===== src/rtl/vrb_pkg.sv =====
// Shared types for the vrb two-master arbiter: state encoding and the
// latched command record that is replayed to the slave while a grant is held.
package vrb_pkg;

  localparam int VRB_AW = 32;
  localparam int VRB_DW = 32;

  typedef enum logic [1:0] {
    ARB_IDLE = 2'd0,
    ARB_OWN0 = 2'd1,
    ARB_OWN1 = 2'd2
  } arb_state_t;

  typedef struct packed {
    logic [VRB_AW-1:0]   addr;
    logic                read;
    logic [VRB_DW-1:0]   wdata;
    logic [VRB_DW/8-1:0] wmask;
  } vrb_cmd_t;

  // Map a grant id onto the matching ownership state.
  function automatic arb_state_t own_state(input logic id);
    return id ? ARB_OWN1 : ARB_OWN0;
  endfunction

endpackage


===== src/rtl/vrb_rr_pick.sv =====
// Two-way request picker: a lone requester always wins; on a tie either
// master 1 wins outright (prio_m1) or the master that was not granted last.
module vrb_rr_pick (
  input  logic [1:0] req,
  input  logic       last_gnt,
  input  logic       prio_m1,
  output logic [1:0] gnt,
  output logic       gnt_id
);

  // Select the winner and produce a one-hot grant plus its index.
  always_comb begin
    gnt    = 2'b00;
    gnt_id = 1'b0;
    case (req)
      2'b01: begin
        gnt    = 2'b01;
        gnt_id = 1'b0;
      end
      2'b10: begin
        gnt    = 2'b10;
        gnt_id = 1'b1;
      end
      2'b11: begin
        if (prio_m1) begin
          gnt_id = 1'b1;
        end else begin
          gnt_id = ~last_gnt;
        end
        gnt = gnt_id ? 2'b10 : 2'b01;
      end
      default: begin
        gnt    = 2'b00;
        gnt_id = 1'b0;
      end
    endcase
  end

endmodule


===== src/rtl/vrb_arb2.sv =====
// Two-master (IFU / LSU) to one-slave arbiter for the vrb bus. The grant is
// held from command until slave response, the command is latched so a master
// may flush or change its request without disturbing the outstanding access,
// and a watchdog converts a hung slave into an error response.
// The cmd_q record uses the package widths, so AW/DW must match VRB_AW/VRB_DW.
module vrb_arb2
  import vrb_pkg::*;
#(
  parameter int AW      = VRB_AW,
  parameter int DW      = VRB_DW,
  parameter int PRIO_M1 = 0,
  parameter int TMO_CYC = 255,
  parameter int CW      = 8
) (
  input  logic            clk,
  input  logic            rst,

  input  logic            i_m0_cmd_valid,
  input  logic [AW-1:0]   i_m0_cmd_addr,
  input  logic            i_m0_cmd_read,
  input  logic [DW-1:0]   i_m0_cmd_wdata,
  input  logic [DW/8-1:0] i_m0_cmd_wmask,
  output logic            o_m0_rsp_valid,
  output logic            o_m0_rsp_err,
  output logic [DW-1:0]   o_m0_rsp_rdata,

  input  logic            i_m1_cmd_valid,
  input  logic [AW-1:0]   i_m1_cmd_addr,
  input  logic            i_m1_cmd_read,
  input  logic [DW-1:0]   i_m1_cmd_wdata,
  input  logic [DW/8-1:0] i_m1_cmd_wmask,
  output logic            o_m1_rsp_valid,
  output logic            o_m1_rsp_err,
  output logic [DW-1:0]   o_m1_rsp_rdata,

  output logic            o_s_cmd_valid,
  output logic [AW-1:0]   o_s_cmd_addr,
  output logic            o_s_cmd_read,
  output logic [DW-1:0]   o_s_cmd_wdata,
  output logic [DW/8-1:0] o_s_cmd_wmask,
  input  logic            i_s_rsp_valid,
  input  logic            i_s_rsp_err,
  input  logic [DW-1:0]   i_s_rsp_rdata,

  output logic            o_busy,
  output logic            o_tmo
);

  localparam logic [CW-1:0] TMO_VAL  = CW'(TMO_CYC);
  localparam logic [CW-1:0] CNT_ONE  = {{(CW-1){1'b0}}, 1'b1};
  localparam logic          TMO_EN   = (TMO_CYC != 0);
  localparam logic          PRIO_BIT = (PRIO_M1 != 0);

  arb_state_t     state_r;
  logic           last_gnt_r;
  vrb_cmd_t       cmd_q_r;
  logic [CW-1:0]  tmo_cnt_r;

  vrb_cmd_t       m0_cmd_s;
  vrb_cmd_t       m1_cmd_s;
  vrb_cmd_t       win_cmd_s;
  vrb_cmd_t       s_cmd_s;
  logic [1:0]     req_s;
  logic [1:0]     gnt_s;
  logic           gnt_id_s;
  logic           s_cmd_valid_s;
  logic           owner_s;
  logic           route_s;
  logic           tmo_fire_s;
  logic           rsp_err_s;
  logic [DW-1:0]  rsp_rdata_s;

  assign m0_cmd_s = '{addr: i_m0_cmd_addr, read: i_m0_cmd_read,
                      wdata: i_m0_cmd_wdata, wmask: i_m0_cmd_wmask};
  assign m1_cmd_s = '{addr: i_m1_cmd_addr, read: i_m1_cmd_read,
                      wdata: i_m1_cmd_wdata, wmask: i_m1_cmd_wmask};
  assign req_s     = {i_m1_cmd_valid, i_m0_cmd_valid};
  assign win_cmd_s = gnt_id_s ? m1_cmd_s : m0_cmd_s;

  vrb_rr_pick u_pick (
    .req      (req_s),
    .last_gnt (last_gnt_r),
    .prio_m1  (PRIO_BIT),
    .gnt      (gnt_s),
    .gnt_id   (gnt_id_s)
  );

  // Choose what the slave sees, who owns the bus, and whether a response
  // (real or watchdog) is delivered this cycle.
  always_comb begin
    s_cmd_s       = cmd_q_r;
    s_cmd_valid_s = 1'b0;
    owner_s       = 1'b0;
    route_s       = 1'b0;
    tmo_fire_s    = 1'b0;
    case (state_r)
      ARB_IDLE: begin
        if (|gnt_s) begin
          s_cmd_s       = win_cmd_s;
          s_cmd_valid_s = 1'b1;
          owner_s       = gnt_id_s;
          route_s       = i_s_rsp_valid;
        end else begin
          s_cmd_s       = cmd_q_r;
          s_cmd_valid_s = 1'b0;
          route_s       = 1'b0;
        end
      end
      ARB_OWN0, ARB_OWN1: begin
        s_cmd_valid_s = 1'b1;
        owner_s       = (state_r == ARB_OWN1);
        if (i_s_rsp_valid) begin
          route_s = 1'b1;
        end else if (TMO_EN && (tmo_cnt_r == TMO_VAL)) begin
          route_s    = 1'b1;
          tmo_fire_s = 1'b1;
        end else begin
          route_s    = 1'b0;
          tmo_fire_s = 1'b0;
        end
      end
      default: begin
        s_cmd_valid_s = 1'b0;
        route_s       = 1'b0;
      end
    endcase
  end

  // A watchdog expiry returns an error with zeroed data; otherwise pass through.
  assign rsp_err_s   = tmo_fire_s ? 1'b1 : i_s_rsp_err;
  assign rsp_rdata_s = tmo_fire_s ? {DW{1'b0}} : i_s_rsp_rdata;

  assign o_s_cmd_valid  = ~rst & s_cmd_valid_s;
  assign o_s_cmd_addr   = s_cmd_s.addr;
  assign o_s_cmd_read   = s_cmd_s.read;
  assign o_s_cmd_wdata  = s_cmd_s.wdata;
  assign o_s_cmd_wmask  = s_cmd_s.wmask;

  assign o_m0_rsp_valid = ~rst & route_s & ~owner_s;
  assign o_m1_rsp_valid = ~rst & route_s & owner_s;
  assign o_m0_rsp_err   = o_m0_rsp_valid & rsp_err_s;
  assign o_m1_rsp_err   = o_m1_rsp_valid & rsp_err_s;
  assign o_m0_rsp_rdata = rsp_rdata_s;
  assign o_m1_rsp_rdata = rsp_rdata_s;

  assign o_busy = ~rst & (state_r != ARB_IDLE);
  assign o_tmo  = ~rst & tmo_fire_s;

  // Arbitration state machine: grant, latch the command, hold until response.
  always_ff @(posedge clk) begin
    if (rst) begin
      state_r    <= ARB_IDLE;
      last_gnt_r <= 1'b1;
      cmd_q_r    <= '0;
      tmo_cnt_r  <= {CW{1'b0}};
    end else begin
      case (state_r)
        ARB_IDLE: begin
          if (|gnt_s) begin
            cmd_q_r    <= win_cmd_s;
            last_gnt_r <= gnt_id_s;
            if (i_s_rsp_valid) begin
              state_r   <= ARB_IDLE;
              tmo_cnt_r <= {CW{1'b0}};
            end else begin
              state_r   <= own_state(gnt_id_s);
              tmo_cnt_r <= CNT_ONE;
            end
          end else begin
            state_r <= ARB_IDLE;
          end
        end
        ARB_OWN0, ARB_OWN1: begin
          if (route_s) begin
            state_r   <= ARB_IDLE;
            tmo_cnt_r <= {CW{1'b0}};
          end else begin
            tmo_cnt_r <= tmo_cnt_r + CNT_ONE;
          end
        end
        default: begin
          state_r   <= ARB_IDLE;
          tmo_cnt_r <= {CW{1'b0}};
        end
      endcase
    end
  end

endmodule

===== config.mk =====
export PLATFORM = sky130hd
export DESIGN_NAME = vrb_arb2
export DESIGN_NICKNAME = d
export VERILOG_FILES = /design/src/rtl/vrb_pkg.sv /design/src/rtl/vrb_rr_pick.sv /design/src/rtl/vrb_arb2.sv
export SDC_FILE = /design/constraint.sdc
export NUM_CORES = 1
export LEC_CHECK = 0
export CORE_AREA = 5 5 119 121
export DETAILED_ROUTE_END_ITERATION = 7
export DIE_AREA = 0 0 124 126
export PLACE_DENSITY = 0.81
export RECOVER_POWER = 50
export SLEW_MARGIN = 0
export SYNTH_ARGS = -nofsm -noshare
export SYNTH_HDL_FRONTEND = slang
export SYNTH_SLANG_ARGS = --single-unit

===== constraint.sdc =====
create_clock -name clk -period 3.2 [get_ports clk]
set_input_delay 0.64 -clock clk [delete_from_list [all_inputs] [get_ports clk]]
set_output_delay 0.64 -clock clk [all_outputs]
set_load 0.05 [all_outputs]

==> impl_summary.md, run 1 <==
Setup path
The largest single stage delay on the critical path is 620 ps. The arrival time of the worst setup path is 2450 ps. The slack of the worst reg-to-reg path is 1180 ps.

The worst setup path is captured at a primary output. The slowest stage of the critical path belongs to the cell sky130_fd_sc_hd__clkdlybuf4s50_1. The category of the most critical setup path is in2out. The required time of the critical path is 2560 ps. Traced cell by cell, the critical path runs through clkdlybuf4s50_1, o21a_4, buf_12, buf_4, nor2_1, a31oi_1, buf_12.

The cell that appears most often on the critical path is sky130_fd_sc_hd__buf_12. The category of the worst setup path launch point is an input pin. Of all nets on the critical path, the largest fanout is 26.

Floorplan
For this configuration, the core starts out at a cell density of 0.349. The die outline area is 15600 um2. From bottom edge to top edge, the die measures 126 um. The die is 124 um wide.

The placeable core region is 13000 um2. The initialized floorplan defines 42 standard-cell rows. Pin placement for this block handled 316 I/O pins.

Placement
The count of buffers added on input and output ports is 315. The worst setup slack after placement is 122 ps. The HPWL after detailed placement is 13000 um.

Routability-driven placement finished with a final weighted congestion of 0.834.

Clocking
In this run, CTS created clock tree buffers numbering 9. The cell sitting at the root of the clock tree is a sky130_fd_sc_hd__clkbuf_16. The clock insertion delay at the later pin of the skew report is 340 ps. The number of gates resized after CTS was 0. For this design, the CTS-stage hold fixing added 0 buffers. The number of clock sinks is 80. CTS built an H-tree with a depth of 3. The clock slew at the register clock pins of the worst setup and hold paths is 50 ps. TritonCTS built the clock tree. In this run the post-CTS setup repair buffer count came out at 0. The deepest clock path buffer count is 2.

GRT
The met1 track utilization from global routing is 0.241. The global-route usage over all layers is 0.206. In the global route stage, met3 resource usage came out at 0.0735. For met2 alone, demand over resource in global routing was 0.354. The via count of the first global-routing pass came to 4841. The maximum number of pins on one net before global-route repair is 65.

The global-route wire length before repair is 25500 um. The initial antenna violation count is 0. The residual overflow from global routing is 0. In this run the most used layer during global routing was met2.

Timing
Setup repair after global routing left no endpoint under its margin. The final number of hold-violating endpoints was 0. At the pin with the least slew margin, the transition time is 1090 ps. The max-slew violation total from the final report is 0. Across the routed clock network, the largest skew measured is 5.31 ps. The final critical-path share of the clock period is 0.967. Based on the critical path, the design can be clocked at up to 0.323 GHz.

Headroom to the max-slew limit came out at 0.274. The setup slack after layout is 106 ps. Setup violations remaining at the end of the flow were counted as 0.

The routed design could run at a clock period as short as 3090 ps.

Status
The flow ran to the end, and the final reports show no timing, DRC or antenna violations.

Routing
The count of nets left with antenna violations once routing finished came out at 0. The total wirelength of the detailed-routed design is 16900 um. For this run, design rule violations remaining after detail routing come to 0. For this block, the initial DRC count from the detailed router was 259. The routed length per placed instance is 16.0 um.

The number of iterations in the first detailed-routing pass is 4. The count of vias placed by the detailed router is 4988. Using the TritonRoute via totals, the vias-per-cell ratio works out to 4.71.

Logic synthesis
The area fraction of the dominant cell type after synthesis is 0.354. After synthesis, the mean cell area works out to 7.43 um2. The sequential fraction of the synthesis area is 0.354.

The number of flops mapped to enable cells by yosys is 0. For this run, the leading register cell type out of synthesis is sky130_fd_sc_hd__dfxtp_1. The share of async-settable or async-resettable flops after synthesis is 0.

The most frequently used cell type in the post-synthesis netlist is sky130_fd_sc_hd__nand2_1. The synthesized design spends more area on one cell type than any other, namely sky130_fd_sc_hd__dfxtp_1. In the post-synthesis netlist, the biggest area contributors are sky130_fd_sc_hd__dfxtp_1 35%, sky130_fd_sc_hd__nand2_1 12%, sky130_fd_sc_hd__and2_1 9.8%, sky130_fd_sc_hd__a31oi_1 7.5%, sky130_fd_sc_hd__nor2_1 6.7%. The flip-flop and latch count after synthesis is 80. The netlist area before placement is 4530 um2. The synthesis warning total is 0.

The commonest cells after synthesis are 141 x sky130_fd_sc_hd__nand2_1, 81 x sky130_fd_sc_hd__nor2_1, 80 x sky130_fd_sc_hd__dfxtp_1, 71 x sky130_fd_sc_hd__and2_1, 54 x sky130_fd_sc_hd__a31oi_1. Synthesis produced a netlist with a net count of 788. In the synthesized netlist, the number of instances is 609. The netlist uses 40 different library cells.

Flow run
The count of maximum capacitance violations is 0.

Final layout
The number of antenna diodes in the final layout is 0. The layout cell share with drive strength beyond 1 is 0.214. The layout-stage area growth over the synthesis result is 87.0%. The post-layout utilization of the core is 0.652. The final layout contains 1057 nets.

Power and ir drop
The ratio of total power to cell area is 503 nW/um2. Summing internal, switching and leakage power gives 4.26 mW. In this run the static leakage power is 3.61 nW. Across the VDD grid, the largest voltage drop is 0.000352 V.

Min path
The path class of the tightest hold or removal check is reg2reg.
## per-layer routing
layer	part of all wire	vias to the layer above	wire, um
li1	-	2512	-
met1	0.40	2286	6690
met2	0.50	164	8500
met3	0.078	26	1310
met4	0.023	0	382
met5	0	-	0
## power by group
| group | total, mW | switching [mW] | leakage [nW] | internal, mW |
|---|---|---|---|---|
| clock | 0.951 | 0.391 | 0.134 | 0.560 |
| combinational | 2.18 | 1.20 | 2.81 | 0.986 |
| sequential | 1.12 | 0.0279 | 0.664 | 1.10 |
| total | 4.26 | 1.62 | 3.61 | 2.64 |
## cell families (layout without fill, tap and decap cells)
group	count (synthesis)	after routing	share of synthesized area
compound gates	91	91	0.153
xor+xnor	5	5	0.00968
fa+ha+maj	3	3	0.00830
buf+inv	81	354	0.110
flops	80	80	0.354
simple gates	349	349	0.365
## registers in the layout (all words and copies together), names as in the netlist
signal	cells
cmd_q_r	69
tmo_cnt_r	8
state_r	2
last_gnt_r	1
## stage by stage
step                hold WS (ps)  TNS, ps  instance area [um2]  std cells
finish                       512        0                 8460       1058
global route                 560        0                 8460       1058
CTS                          508        0                 8550       1058
detailed placement           497        0                 8280       1043
global placement             485        0                 8280       1043
floorplan                    471     -295                 4530        609
## cell type report
cell class              count  area [um2]
multi-input cells         448        2440
repair buffers            334        3910
well taps                 176         220
clock inverters             3        17.5
inverters                   5        18.8
fillers                  1066        4520
flip-flops and latches     80        1600
clock buffers              12         256
## worst paths after layout
| check | startpoint | endpoint | cells after the start |
|---|---|---|---|
| worst min-delay path | tmo_cnt_r[6] | tmo_cnt_r[6] | 1 |
| worst max-delay path | i_m1_cmd_valid | o_s_cmd_addr[22] | 7 |
| worst max register to register | state_r[1] | cmd_q_r[59] | 8 |
| worst min register to register | tmo_cnt_r[6] | tmo_cnt_r[6] | 1 |
## layout by cell type (no fill, tap or decap), types with 5 or more instances in the layout
master	Yosys	routed
sky130_fd_sc_hd__and2b_1	16	16
sky130_fd_sc_hd__buf_12	0	83
sky130_fd_sc_hd__clkbuf_16	0	9
sky130_fd_sc_hd__a31oi_2	16	16
sky130_fd_sc_hd__clkdlybuf4s50_1	0	174
sky130_fd_sc_hd__clkbuf_2	0	25
sky130_fd_sc_hd__xor2_1	5	5
sky130_fd_sc_hd__nand2_1	141	141
sky130_fd_sc_hd__a21oi_1	6	6
sky130_fd_sc_hd__dfxtp_1	80	80
sky130_fd_sc_hd__clkbuf_1	13	5
sky130_fd_sc_hd__nor2b_1	17	17
sky130_fd_sc_hd__nor2_1	81	81
sky130_fd_sc_hd__inv_1	5	5
sky130_fd_sc_hd__buf_4	38	47
sky130_fd_sc_hd__nand4_1	5	5
sky130_fd_sc_hd__a31oi_1	54	54
sky130_fd_sc_hd__and2_1	71	55
sky130_fd_sc_hd__and2_0	0	16
## critical path: cells and delay by family
kind | cells | cell delay, ps
buffers and inverters | 4 | 1220
AOI/OAI and AO/OA | 2 | 520
and+or+nand+nor | 1 | 50
No activity file was read; power rests on OpenSTA's default activity.
==> inputs of run 2 (changes only) <==
--- a/config.mk
+++ b/config.mk
@@ -10,6 +10,7 @@
 export DIE_AREA = 0 0 124 126
 export PLACE_DENSITY = 0.81
 export RECOVER_POWER = 50
+export SKIP_CTS_REPAIR_TIMING = 1
 export SLEW_MARGIN = 0
 export SYNTH_ARGS = -nofsm -noshare
 export SYNTH_HDL_FRONTEND = slang
==> results of run 2 <==
Final layout, timing and power as in run 1 (identical DEF).
==> patch 1 (settings of run 2) <==
The package constant `VRB_AW` goes from 32 to 48.
--- a/src/rtl/vrb_pkg.sv
+++ b/src/rtl/vrb_pkg.sv
@@ -2,7 +2,7 @@
 // latched command record that is replayed to the slave while a grant is held.
 package vrb_pkg;
 
-  localparam int VRB_AW = 32;
+  localparam int VRB_AW = 48;
   localparam int VRB_DW = 32;
 
   typedef enum logic [1:0] {
Ports: changed (resized i_m0_cmd_addr, i_m1_cmd_addr and o_s_cmd_addr); port bits go from 316 to 364. No check against the original RTL was run, so the function may have changed too.
==> patch 1 against run 2 <==
Sequential cell count rose by 16. Area after synthesis is 20% higher. Cell count rose by 13%. Clock power grew 18%. Final area increased by 17%. Worst hold slack gained 0.0079 ns. Routed wire length rose by 24%. Largest power group unchanged. Die area stayed put. Power up 20%. Sequential share of layout area is 0.46 points higher. Worst setup slack improved by 0.012 ns.
==> patch 1: results (changes against run 2) <==
- Distinct cells, synth: 41 (was 40)
- Layout cells sized above 1: 22.4% (was 21.4%)
- Clkbuf count: 11 (was 12)
- Top Registers: cmd_q_r: 85 flops, tmo_cnt_r: 8 flops, state_r: 2 flops (was cmd_q_r: 69 flops, tmo_cnt_r: 8 flops, state_r: 2 flops)
- Worst Setup EP: o_s_cmd_wmask[3] (was o_s_cmd_addr[22])
- Combinational group power: 2620 uW (was 2180 uW)
- Clk. pwr: 1120 uW (was 951 uW)
- Met2 wire length: 10800 um (was 8500 um)
- Reg2reg path depth: 7 (was 8)
- Tcrit/Tclk final: 96.3% (was 96.7%)
- Vias/cell: 4.95 (was 4.71)
- Placed cell areas: 0.00971 mm2 (was 0.00828 mm2)
- Outcome: completed (unchanged)
- Flop2flop setup slack: 1.27 ns (was 1.18 ns)
- Vias in the first global route: 5797 (was 4841)
- M1 wire length: 7480 um (was 6690 um)
- Top cells by count, synth: 173 x nand2_1, 97 x nor2_1, 96 x dfxtp_1 (was 141 x nand2_1, 81 x nor2_1, 80 x dfxtp_1)
- CP max stage delay: 0.60 ns (was 0.62 ns)
- # placed instances: 1180 (was 1043)
- Area contributors post-synth: dfxtp_1 35%, nand2_1 12%, and2_1 10% (was dfxtp_1 35%, nand2_1 12%, and2_1 9.8%)
- Pre-antenna DRT Iters: 5 (was 4)
- Iter 0 DRT Violations: 337 (was 259)
- Final clock-cell share: 3.10% (was 3.24%)
- Buffers, non-clock: 375 (was 334)
- Hold_sp: tmo_cnt_r[1] (was tmo_cnt_r[6])
- Global-route wire length before repair: 30700 um (was 25500 um)
- Hold endpoint: tmo_cnt_r[1] (was tmo_cnt_r[6])
- Crit Reg-Reg Endpoint: cmd_q_r[3] (was cmd_q_r[59])
- Multi-input gates: 528 (was 448)
- Worst-path maximum fanout: 48 (was 26)
- Routed WL: 21000 um (was 16900 um)
- Sequential Area: 0.00192 mm2 (was 0.00160 mm2)
- Total Routing Usage GR: 25.4% (was 20.6%)
- Clock Skew: 0.00444 ns (was 0.00531 ns)
- GP Congestion: 0.919 (was 0.834)
- Buffer share of cell area: 45.2% (was 46.2%)
- Post-placement setup slack: 0.139 ns (was 0.122 ns)
- Multi-input logic area: 0.00297 mm2 (was 0.00244 mm2)
==> patch 1: cell types whose count changed in the layout (fill, tap and decap cells not counted), moves of 14 or more <==
cell	delta
a31oi_2	+24
clkdlybuf4s50_1	+31
dfxtp_1	+16
buf_12	+14
nor2_1	+16
nand2_1	+32
==> patch 1: worst min-delay path, stage by stage (launching register included) <==
cell and delay, ns:
dfxtp_1 0.35, a32oi_1 0.06, nor2_1 0.07
==> patch 1: cells by family (layout without fill, tap and decap cells) <==
family | after synthesis | in the layout | share of synthesized area (%)
AND/OR/NAND/NOR | 413 | 413 | 35.4
AO/OA/AOI/OAI | 107 | 107 | 17.4
flip-flops | 96 | 96 | 35.4
buffers and inverters | 90 | 396 | 10.4
XOR/XNOR | 5 | 5 | 0.805
adder cells (fa/ha/maj) | 3 | 3 | 0.691
==> patch 2 (flow settings as in run 2) <==
Made on the original files. Add an input register stage for `i_m1_cmd_addr`; this delays it by one clock. The other inputs are not delayed to match.
--- a/src/rtl/vrb_arb2.sv
+++ b/src/rtl/vrb_arb2.sv
@@ -51,6 +51,12 @@
   localparam logic          TMO_EN   = (TMO_CYC != 0);
   localparam logic          PRIO_BIT = (PRIO_M1 != 0);
 
+  logic [AW-1:0] i_m1_cmd_addr_q;
+
+  always_ff @(posedge clk) begin
+    i_m1_cmd_addr_q <= i_m1_cmd_addr;
+  end
+
   arb_state_t     state_r;
   logic           last_gnt_r;
   vrb_cmd_t       cmd_q_r;
@@ -72,7 +78,7 @@
 
   assign m0_cmd_s = '{addr: i_m0_cmd_addr, read: i_m0_cmd_read,
                       wdata: i_m0_cmd_wdata, wmask: i_m0_cmd_wmask};
-  assign m1_cmd_s = '{addr: i_m1_cmd_addr, read: i_m1_cmd_read,
+  assign m1_cmd_s = '{addr: i_m1_cmd_addr_q, read: i_m1_cmd_read,
                       wdata: i_m1_cmd_wdata, wmask: i_m1_cmd_wmask};
   assign req_s     = {i_m1_cmd_valid, i_m0_cmd_valid};
   assign win_cmd_s = gnt_id_s ? m1_cmd_s : m0_cmd_s;
Function: changed (Yosys sat finds a counterexample within 4 cycles, from zero or initial values and one cycle with rst high).
==> patch 2 against run 2 <==
Routed wire length down 1.4%. Area after synthesis up 18%. Count of clock-buffer cells in the layout down 2. Largest cell class unchanged. Power up 7.8%. Sequential share of layout area up 5.4 points. Largest power group unchanged. Worst setup slack better by 0.0099 ns. Final area up 9.0%. Sequential cell count up 32.
==> patch 2: results (changes against run 2) <==
- Clock slew seen by the registers of the worst setup and hold paths: 0.07 ns (was 0.05 ns)
- Internal Power: 2970 uW (was 2640 uW)
- Routed WL: 16600 um (was 16900 um)
- Synth Net Count: 750 (was 788)
- Iter 0 DRT Violations: 184 (was 259)
- Total Routing Usage GR: 20.1% (was 20.6%)
- Vias in the first global route: 5025 (was 4841)
- Multi-input combinational area share: 27.7% (was 28.9%)
- Max VDD drop: 0.000326 V (was 0.000352 V)
- Antenna violations before repair: 1 (was 0)
- Worst Setup EP: o_s_cmd_addr[10] (was o_s_cmd_addr[22])
- Period minus WS final: 3.08 ns (was 3.09 ns)
- Leak pwr: 0.00374 uW (was 0.00361 uW)
- Sequential Area: 0.00224 mm2 (was 0.00160 mm2)
- Vias after detailed routing: 4868 (was 4988)
- Clk pwr share: 23.2% (was 22.4%)
- Area contributors post-synth: dfxtp_1 42%, mux2i_1 13%, nor2b_1 11% (was dfxtp_1 35%, nand2_1 12%, and2_1 9.8%)
- Buffer share of cell area: 42.3% (was 46.2%)
- Layout cells sized above 1: 24.2% (was 21.4%)
- HPWL Detailed: 13500 um (was 13000 um)
- Post-placement setup slack: 0.0168 ns (was 0.122 ns)
- Buffers, non-clock: 331 (was 334)
- CP max stage delay: 0.49 ns (was 0.62 ns)
- Top Registers: cmd_q_r: 69 flops, i_m1_cmd_addr_q: 32 flops, tmo_cnt_r: 8 flops (was cmd_q_r: 69 flops, tmo_cnt_r: 8 flops, state_r: 2 flops)
- Synth Cell Area: 0.00535 mm2 (was 0.00453 mm2)
- Rel. slew slack: 55.0% (was 27.4%)
- Reg2reg path depth: 7 (was 8)
- YS warnings: 0 (unchanged)
- Hold path cells: 2 (was 1)
- Sequential cell count: 112 (was 80)
- Top cells by count, synth: 112 x dfxtp_1, 98 x nor2b_1, 77 x nand2_1 (was 141 x nand2_1, 81 x nor2_1, 80 x dfxtp_1)
- Fillers: 955 (was 1066)
- Non-clock inverter count: 3 (was 5)
- Final clock-cell share: 3.13% (was 3.24%)
- Global-route wire length before repair: 24900 um (was 25500 um)
- Clock Skew: 0.00780 ns (was 0.00531 ns)
- Flop2flop setup slack: 1.21 ns (was 1.18 ns)
- Pre-antenna DRT Iters: 5 (was 4)
- Crit Reg-Reg Endpoint: tmo_cnt_r[4] (was cmd_q_r[59])
- Largest net degree at the start of global routing: 63 (was 65)
- Antenna cells: 1 (was 0)
- Seq/Total Area, Yosys: 41.9% (was 35.4%)
- Placed cell areas: 0.00904 mm2 (was 0.00828 mm2)
- GP Congestion: 0.826 (was 0.834)
- Multi-input gates: 388 (was 448)
- Hold_sp: tmo_cnt_r[1] (was tmo_cnt_r[6])
- Distinct cells, synth: 37 (was 40)
- Finished Core Util: 71.0% (was 65.2%)
- Clkbuf count: 10 (was 12)
- Nets@finish: 1024 (was 1057)
- Outcome: completed (unchanged)
- Combinational group power: 1990 uW (was 2180 uW)
- Hold endpoint: tmo_cnt_r[1] (was tmo_cnt_r[6])
patch 2: per-stage QoR:
stage	TNS (ns)	total power (uW)	std cells	hold slack, ns
floorplan	0	2650	571	0.449
global placement	0	3590	1009	0.462
detailed placement	0	3620	1009	0.484
CTS	-18.19	4700	1025	0.494
global route	0	4790	1027	0.508
finish	0	4590	1027	0.497
patch 2: cell families after synthesis:
group	after synthesis	synth area share, %
simple gates	222	21.8
flops	112	41.9
compound gates	89	13.2
buf+inv	72	8.91
mux	69	12.9
xor+xnor	4	0.655
fa+ha+maj	3	0.701
patch 2: per-layer routing:
| metal | track usage (%) | wire length [um] | up-vias |
|---|---|---|---|
| met2 | 39.5 | 9190 | 190 |
| met1 | 19.7 | 5670 | 2230 |
| met4 | 6.06 | 335 | 0 |
| met5 | 0 | 0 | - |
| li1 | - | - | 2425 |
| met3 | 6.05 | 1450 | 23 |
